==> config.mk <==
export PLATFORM = sky130hd
export DESIGN_NAME = reg_file_cmd_controller
export DESIGN_NICKNAME = d
export VERILOG_FILES = /design/src/rtl/reg_file_cmd_controller.sv
export SDC_FILE = /design/constraint.sdc
export NUM_CORES = 1
export LEC_CHECK = 0
export BUFFER_PORTS_ARGS = -buffer_cell sky130_fd_sc_hd__buf_2
export CORE_ASPECT_RATIO = 1.2
export CORE_MARGIN = 3
export CORE_UTILIZATION = 35
export CTS_BUF_LIST = sky130_fd_sc_hd__clkbuf_16
export DETAILED_ROUTE_END_ITERATION = 7
export HOLD_SLACK_MARGIN = 0.1
export PLACE_DENSITY_LB_ADDON = 0.15
export SLEW_MARGIN = 25
export SYNTH_ARGS = -nofsm -noshare
export SYNTH_HDL_FRONTEND = slang
export SYNTH_SLANG_ARGS = --single-unit
==> constraint.sdc <==
create_clock -name clk -period 2.6 [get_ports clk]
set_clock_uncertainty 0.15 [all_clocks]
set_input_delay 0.26 -clock clk [delete_from_list [all_inputs] [get_ports clk]]
set_output_delay 0.26 -clock clk [all_outputs]
set_load 0.02 [all_outputs]
==> src/rtl/reg_file_cmd_controller.sv <==
// Serial command decoder: turns UART byte frames (0xAA addr data / 0xBB addr)
// into register-file write/read strobes and returns read data to the UART transmitter.
module reg_file_cmd_controller #(
    parameter int DATA_WIDTH          = 8,
    parameter int REGISTER_FILE_DEPTH = 16,
    parameter int TIMEOUT_CYCLES      = 8,
    localparam int ADDR_WIDTH         = $clog2(REGISTER_FILE_DEPTH)
) (
    input  logic                  clk,
    input  logic                  reset,
    input  logic [DATA_WIDTH-1:0] rx_data,
    input  logic                  rx_data_valid,
    input  logic [DATA_WIDTH-1:0] read_data,
    input  logic                  read_data_valid,
    input  logic                  tx_busy,
    output logic [ADDR_WIDTH-1:0] address,
    output logic                  write_enable,
    output logic                  read_enable,
    output logic [DATA_WIDTH-1:0] write_data,
    output logic [DATA_WIDTH-1:0] tx_data,
    output logic                  tx_data_valid,
    output logic                  error
);

    localparam int CNT_WIDTH = $clog2(TIMEOUT_CYCLES) + 1;
    localparam logic [DATA_WIDTH-1:0] CMD_WRITE = DATA_WIDTH'(8'hAA);
    localparam logic [DATA_WIDTH-1:0] CMD_READ  = DATA_WIDTH'(8'hBB);
    // Last count value before the increment that would reach TIMEOUT_CYCLES-1,
    // so the error pulse lands TIMEOUT_CYCLES cycles after read_enable.
    localparam logic [CNT_WIDTH-1:0]  CNT_LAST  = CNT_WIDTH'(TIMEOUT_CYCLES - 2);

    typedef enum logic [2:0] {
        IDLE      = 3'd0,
        WR_ADDR   = 3'd1,
        WR_DATA   = 3'd2,
        WRITE     = 3'd3,
        RD_ADDR   = 3'd4,
        READ      = 3'd5,
        WAIT_DATA = 3'd6,
        SEND      = 3'd7
    } state_t;

    state_t                 state_r;
    logic [CNT_WIDTH-1:0]   cnt_r;

    // Frame decoder FSM; all strobes default low so each pulse lasts one cycle.
    always_ff @(posedge clk or negedge reset) begin
        if (!reset) begin
            state_r       <= IDLE;
            cnt_r         <= '0;
            address       <= '0;
            write_data    <= '0;
            tx_data       <= '0;
            write_enable  <= 1'b0;
            read_enable   <= 1'b0;
            tx_data_valid <= 1'b0;
            error         <= 1'b0;
        end else begin
            write_enable  <= 1'b0;
            read_enable   <= 1'b0;
            tx_data_valid <= 1'b0;
            error         <= 1'b0;
            case (state_r)
                IDLE: begin
                    if (rx_data_valid) begin
                        if (rx_data == CMD_WRITE) begin
                            state_r <= WR_ADDR;
                        end else if (rx_data == CMD_READ) begin
                            state_r <= RD_ADDR;
                        end else begin
                            error <= 1'b1;
                        end
                    end
                end
                WR_ADDR: begin
                    if (rx_data_valid) begin
                        address <= rx_data[ADDR_WIDTH-1:0];
                        state_r <= WR_DATA;
                    end
                end
                WR_DATA: begin
                    if (rx_data_valid) begin
                        write_data   <= rx_data;
                        write_enable <= 1'b1;
                        state_r      <= WRITE;
                    end
                end
                WRITE: begin
                    state_r <= IDLE;
                end
                RD_ADDR: begin
                    if (rx_data_valid) begin
                        address     <= rx_data[ADDR_WIDTH-1:0];
                        read_enable <= 1'b1;
                        state_r     <= READ;
                    end
                end
                READ: begin
                    cnt_r   <= '0;
                    state_r <= WAIT_DATA;
                end
                WAIT_DATA: begin
                    if (read_data_valid) begin
                        tx_data <= read_data;
                        state_r <= SEND;
                    end else if (cnt_r == CNT_LAST) begin
                        error   <= 1'b1;
                        state_r <= IDLE;
                    end else begin
                        cnt_r <= cnt_r + CNT_WIDTH'(1);
                    end
                end
                SEND: begin
                    if (!tx_busy) begin
                        tx_data_valid <= 1'b1;
                        state_r       <= IDLE;
                    end
                end
                default: begin
                    state_r <= IDLE;
                end
            endcase
        end
    end

endmodule

* Word-level counts from Yosys, hierarchy flattened *
Index checks and enable logic that the tools add are counted.

storage, ports and cells
  flip-flop bits (word level) = 31
  bits in latches = 0
  bits in writable memories = 0
  memory bits (read-only) = 0
  output and inout bits = 24
  logic and storage cells = 61
  memories kept = 0

operators by class
  add/sub/neg operators = 1
  $mul = 0
  divide/modulo/power cells = 0
  magnitude comparators = 0
  equal/unequal tests = 19
  shift-type cells = 0
  multiplexer cells = 24
  bitwise operators = 0
  reduce and logical (&&, ||, !) cells = 8

operators with widths
  cell                                                              number
  3-bit 2-to-1 mux                                                  9
  3-bit one-hot mux with 8 select lines                             1
  8-bit == test (second input constant)                             2
  2-bit != test (second input constant)                             7
  3-bit == test (second input constant)                             4
  1-bit 2-to-1 mux                                                  10
  4-bit 2-to-1 mux                                                  2
  4-bit one-hot mux with 2 select lines                             1
  7-bit AND reduction                                               1
  3-bit by 2-bit == test with 1-bit output (second input constant)  2
  3-bit != test (second input constant)                             2
  2-bit AND reduction                                               3
  4-bit by 1-bit adder with 4-bit output (second input constant)    1
  4-bit by 3-bit == test with 1-bit output (second input constant)  1
  3-bit by 1-bit == test with 1-bit output (second input constant)  1
  3-bit logical NOT                                                 1
  3-bit AND reduction                                               1
  1-bit one-hot mux with 2 select lines                             1
  2-bit nonzero test                                                1
  2-bit OR reduction                                                1

* Longest topological paths before layout *
  depth in word-level cells = 5
  mapped depth = 7
  gate-level depth less buffers = 6

* Least setup slack after synthesis *
No wires, ideal clock.

  path type = register -> register
  start point = register cnt_r[0]
  end point = register state_r[0]
  arrival = 1.558 ns
  required time = 2.325 ns
  slack = 0.767 ns
  cell stages (with the launch flop) = 8
  buffers on the path = 1
  path through = dfrtp_1 -> inv_1 -> ha_1 -> and3b_1 -> buf_4 -> nor4_2 -> a211oi_2 -> mux2_4

between the ends
  word-level cells in the longest chain between the ends = 3

ends and longest elaborated chain
  element                                   line  RTL
  from (decl)                               44    logic [CNT_WIDTH-1:0] cnt_r;
  from (signal assigned)                    110   cnt_r <= cnt_r + CNT_WIDTH'(1);
  4-bit by 3-bit == test with 1-bit output  106   end else if (cnt_r == CNT_LAST) begin
  3-bit != test (no source line)            --
  7-bit AND reduction (no source line)      --
  to (signal assigned)                      105   state_r <= SEND;
  to (signal assigned)                      108   state_r <= IDLE;
  to (signal assigned)                      116   state_r <= IDLE;
  to (decl)                                 43    state_t state_r;

Every way passes these cells.
A chain may end at the register's enable or synchronous reset.

* Worst setup path after layout *
  start point = register state_r[0]
  end point = register tx_data[1]

between the ends
  word-level cells in the longest chain between the ends = 2

ends and longest elaborated chain
  element                               line  RTL
  from (signal assigned)                49    state_r <= IDLE;
  from (signal assigned)                67    state_r <= WR_ADDR;
  from (signal assigned)                69    state_r <= RD_ADDR;
  3-bit == test                         63    case (state_r)
  2-bit AND reduction (no source line)  --
  to (signal assigned)                  104   tx_data <= read_data;
  to (decl)                             20    output logic [DATA_WIDTH-1:0] tx_data,

Every way passes these cells.

==> impl_metrics.py <==
metrics = {
    "status": {
        "outcome": "complete, no violations",
    },
    "cts": {
        "insertion_delay_ns": 0.27,
        "cts_tree": "yes",
        "root_buffer": "clkbuf_16",
        "clkSinkCount": 31,
        "cts_resized": 0,
        "clockBufferDepth": 2,
        "htreeDepth": 2,
        "numCtsBuffers": 5,
        "clkTransAtPathRegs_ns": 0.05,
    },
    "place": {
        "dp_cells": 215,
        "pre_cts_ws_ns": 0.599,
        "hpwl_um": 2330,
        "place.port_buffers": 44,
        "gp_congestion": 0.804,
    },
    "logic_synthesis": {
        "seq_area_frac_synth_pct": 50.8,
        "synth.top_cell.area_share_pct": 50.8,
        "async_reset_ff_share_pct": 100,
        "ys_warn_count": 0,
        "syn_area_um2": 1530,
        "synth_cell_types": 40,
        "ys_ff_latch": 31,
        "ys.flop_type": "dfrtp_1",
        "synth_nets": 147,
        "synth-edff-count": 0,
        "syn_inst": 124,
        "syn_avg_cell_area_um2": 12.3,
        "synth_largest_area_cell": "dfrtp_1",
        "ys_top_cells_by_area": "dfrtp_1 51%, mux2_4 8.9%, mux2_1 8.9%, a32o_1 2.0%, nor2_1 2.0%",
    },
    "critical_path": {
        "start_kind": "flip-flop",
        "ff2ff_path_depth": 3,
        "r2r_start": "state_r[0]",
        "cp-end-kind": "flip-flop",
        "crit_start": "state_r[0]",
        "crit_type": "reg -> reg",
        "crit_required_ns": 2.60,
        "r2r_slack_ns": 0.58,
        "path_max_fanout": 18,
        "r2r_end": "tx_data[1]",
        "worstPathArrival_ns": 2.02,
    },
    "global_routing": {
        "grt_pass1_vias": 1209,
        "grt_overflow": 0,
        "grt_start_max_net_pins": 32,
        "antenna_found_initial": 0,
        "grt.total_usage_pct": 14.4,
        "grt_pass1_wl_um": 5730,
    },
    "power": {
        "p_total_mw": 2.45,
        "ir_worst_vdd_mv": 0.579,
        "p_per_area_nw_per_um2": 1190,
        "total_leakage_power_nw": 0.996,
    },
    "cells_and_area": {
        "final_cell_mix": "44 x buf_2, 31 x dfrtp_1, 15 x dlygate4sd3_1",
        "drive_above_1_share_pct": 35.9,
        "layout_commonest_cell": "buf_2",
        "final_cells": 238,
        "area_growth_pct": 34.6,
        "fin_nets": 206,
        "antenna_cells": 0,
    },
    "timing": {
        "slew_headroom_pct": 54.6,
        "timing.final.crit_period_ns": 2.02,
        "clock.fmax_ghz": 0.495,
        "worst-slew-pin-transition_ns": 0.681,
        "post-route-period-util_pct": 77.7,
        "setup_ws_ns": 0.581,
        "setup_tns_ns": 0,
        "drv_slew": 0,
        "rsz0062_at_grt": "no",
        "finalHoldViolCount": 0,
        "finalSetupViolations": 0,
    },
    "hold_path": {
        "hold_depth": 2,
        "hold_class": "in -> reg",
        "min_from": "rx_data[3]",
        "hold_end": "address[3]",
    },
    "drt": {
        "drcViolationCount": 0,
        "totalWireLength_um": 3390,
        "drtPass1Iterations": 4,
        "first_iter_violations": 30,
        "drtAntennaViolNets": 0,
        "via_count": 1176,
        "wl_per_cell_um": 14.3,
        "via_per_inst": 4.94,
    },
    "die": {
        "start_util_pct": 37.5,
        "die_w_um": 66.3,
        "core_area_um2": 4070,
        "die_h_um": 78.3,
        "fp.dieArea_um2": 5190,
        "ios": 45,
        "rows": 25,
    },
    "job": {
        "max_cap_violations": 0,
    },
}
## worst max-delay path by stage
| stage | end | slack, ns | cells after the start |
|---|---|---|---|
| after floorplan | state_r[0] | 0.77 | 7 |
| after detailed placement | tx_data[1] | 0.60 | 3 |
| final | tx_data[1] | 0.58 | 3 |
| after global placement | tx_data[5] | 0.65 | 3 |
| after global routing | state_r[0] | 0.52 | 6 |
| after CTS | tx_data[1] | 0.59 | 3 |
## metal layers
metal	vias up	wire, um	share of wire [%]	global-route usage [%]
li1	565	-	-	-
met1	566	1430	42	17.8
met2	40	1730	51	23.3
met3	5	183	5.4	3.72
met4	0	52	1.5	6.10
met5	-	0	0	0
## stage by stage
step	utilization, %	cell area, um^2	hold slack, ns
after global routing	50.5	2050	0.110
after floorplan	-	1530	-0.186
final	50.5	2050	0.0963
after detailed placement	43.4	1770	0.191
after global placement	43.4	1770	0.182
after CTS	50.5	2050	0.103
## area by class of cell
type                       count  area (um^2)
clock buffer                   5          125
clock inverter                 3         12.5
fill                         371         2010
inverter                       4         15.0
multi-input combinational     81          681
sequential                    31          776
tap                           54         67.6
timing repair buffer          60          378
## Yosys cell counts (2+ instances only)
master,count
a21oi_1,3
a22o_1,2
a32o_1,3
buf_2,2
buf_4,2
buf_6,2
clkbuf_1,2
dfrtp_1,31
ha_1,2
inv_1,2
inv_2,2
mux2_1,12
mux2_4,9
nand2_1,6
nand2b_1,4
nand3_1,4
nor2_1,8
nor2b_1,2
nor3b_1,2
o21ai_1,3
o41ai_1,2
## timing repair
item | in CTS | in global routing
setup buffers | 0 | 0
hold buffers | 15 | 0
endpoints found under the hold margin | 47 | 0
## flip-flops by register name, summed over array words and instances, names as in the netlist
register,flops
read_enable,1
cnt_r,4
error,1
state_r,3
write_enable,1
tx_data_valid,1
write_data,8
tx_data,8
address,4
## kinds of logic (layout without fill, tap and decap cells)
kind of cell / Yosys count / count (layout) / synth area share [%]
fa+ha+maj: 3 / 3 / 2.29
flops: 31 / 31 / 50.8
simple gates: 33 / 33 / 12.3
xor+xnor: 1 / 1 / 0.574
compound gates: 23 / 23 / 11.7
mux: 21 / 21 / 17.7
buf+inv: 12 / 72 / 4.59
## report_power, final
| group | total, mW | internal, mW | switching, mW | leakage [nW] |
|---|---|---|---|---|
| registers | 0.904 | 0.693 | 0.211 | 0.384 |
| clock network | 0.534 | 0.345 | 0.189 | 0.0762 |
| logic | 1.01 | 0.476 | 0.537 | 0.535 |
| total | 2.45 | 1.51 | 0.936 | 0.996 |
## critical path, stage by stage (launching register included)
cell,delay (ns)
dfrtp_1,0.57
nand2b_4,0.26
or3_1,0.55
mux2_4,0.38
Note: power is estimated with default switching activity, not from simulation.
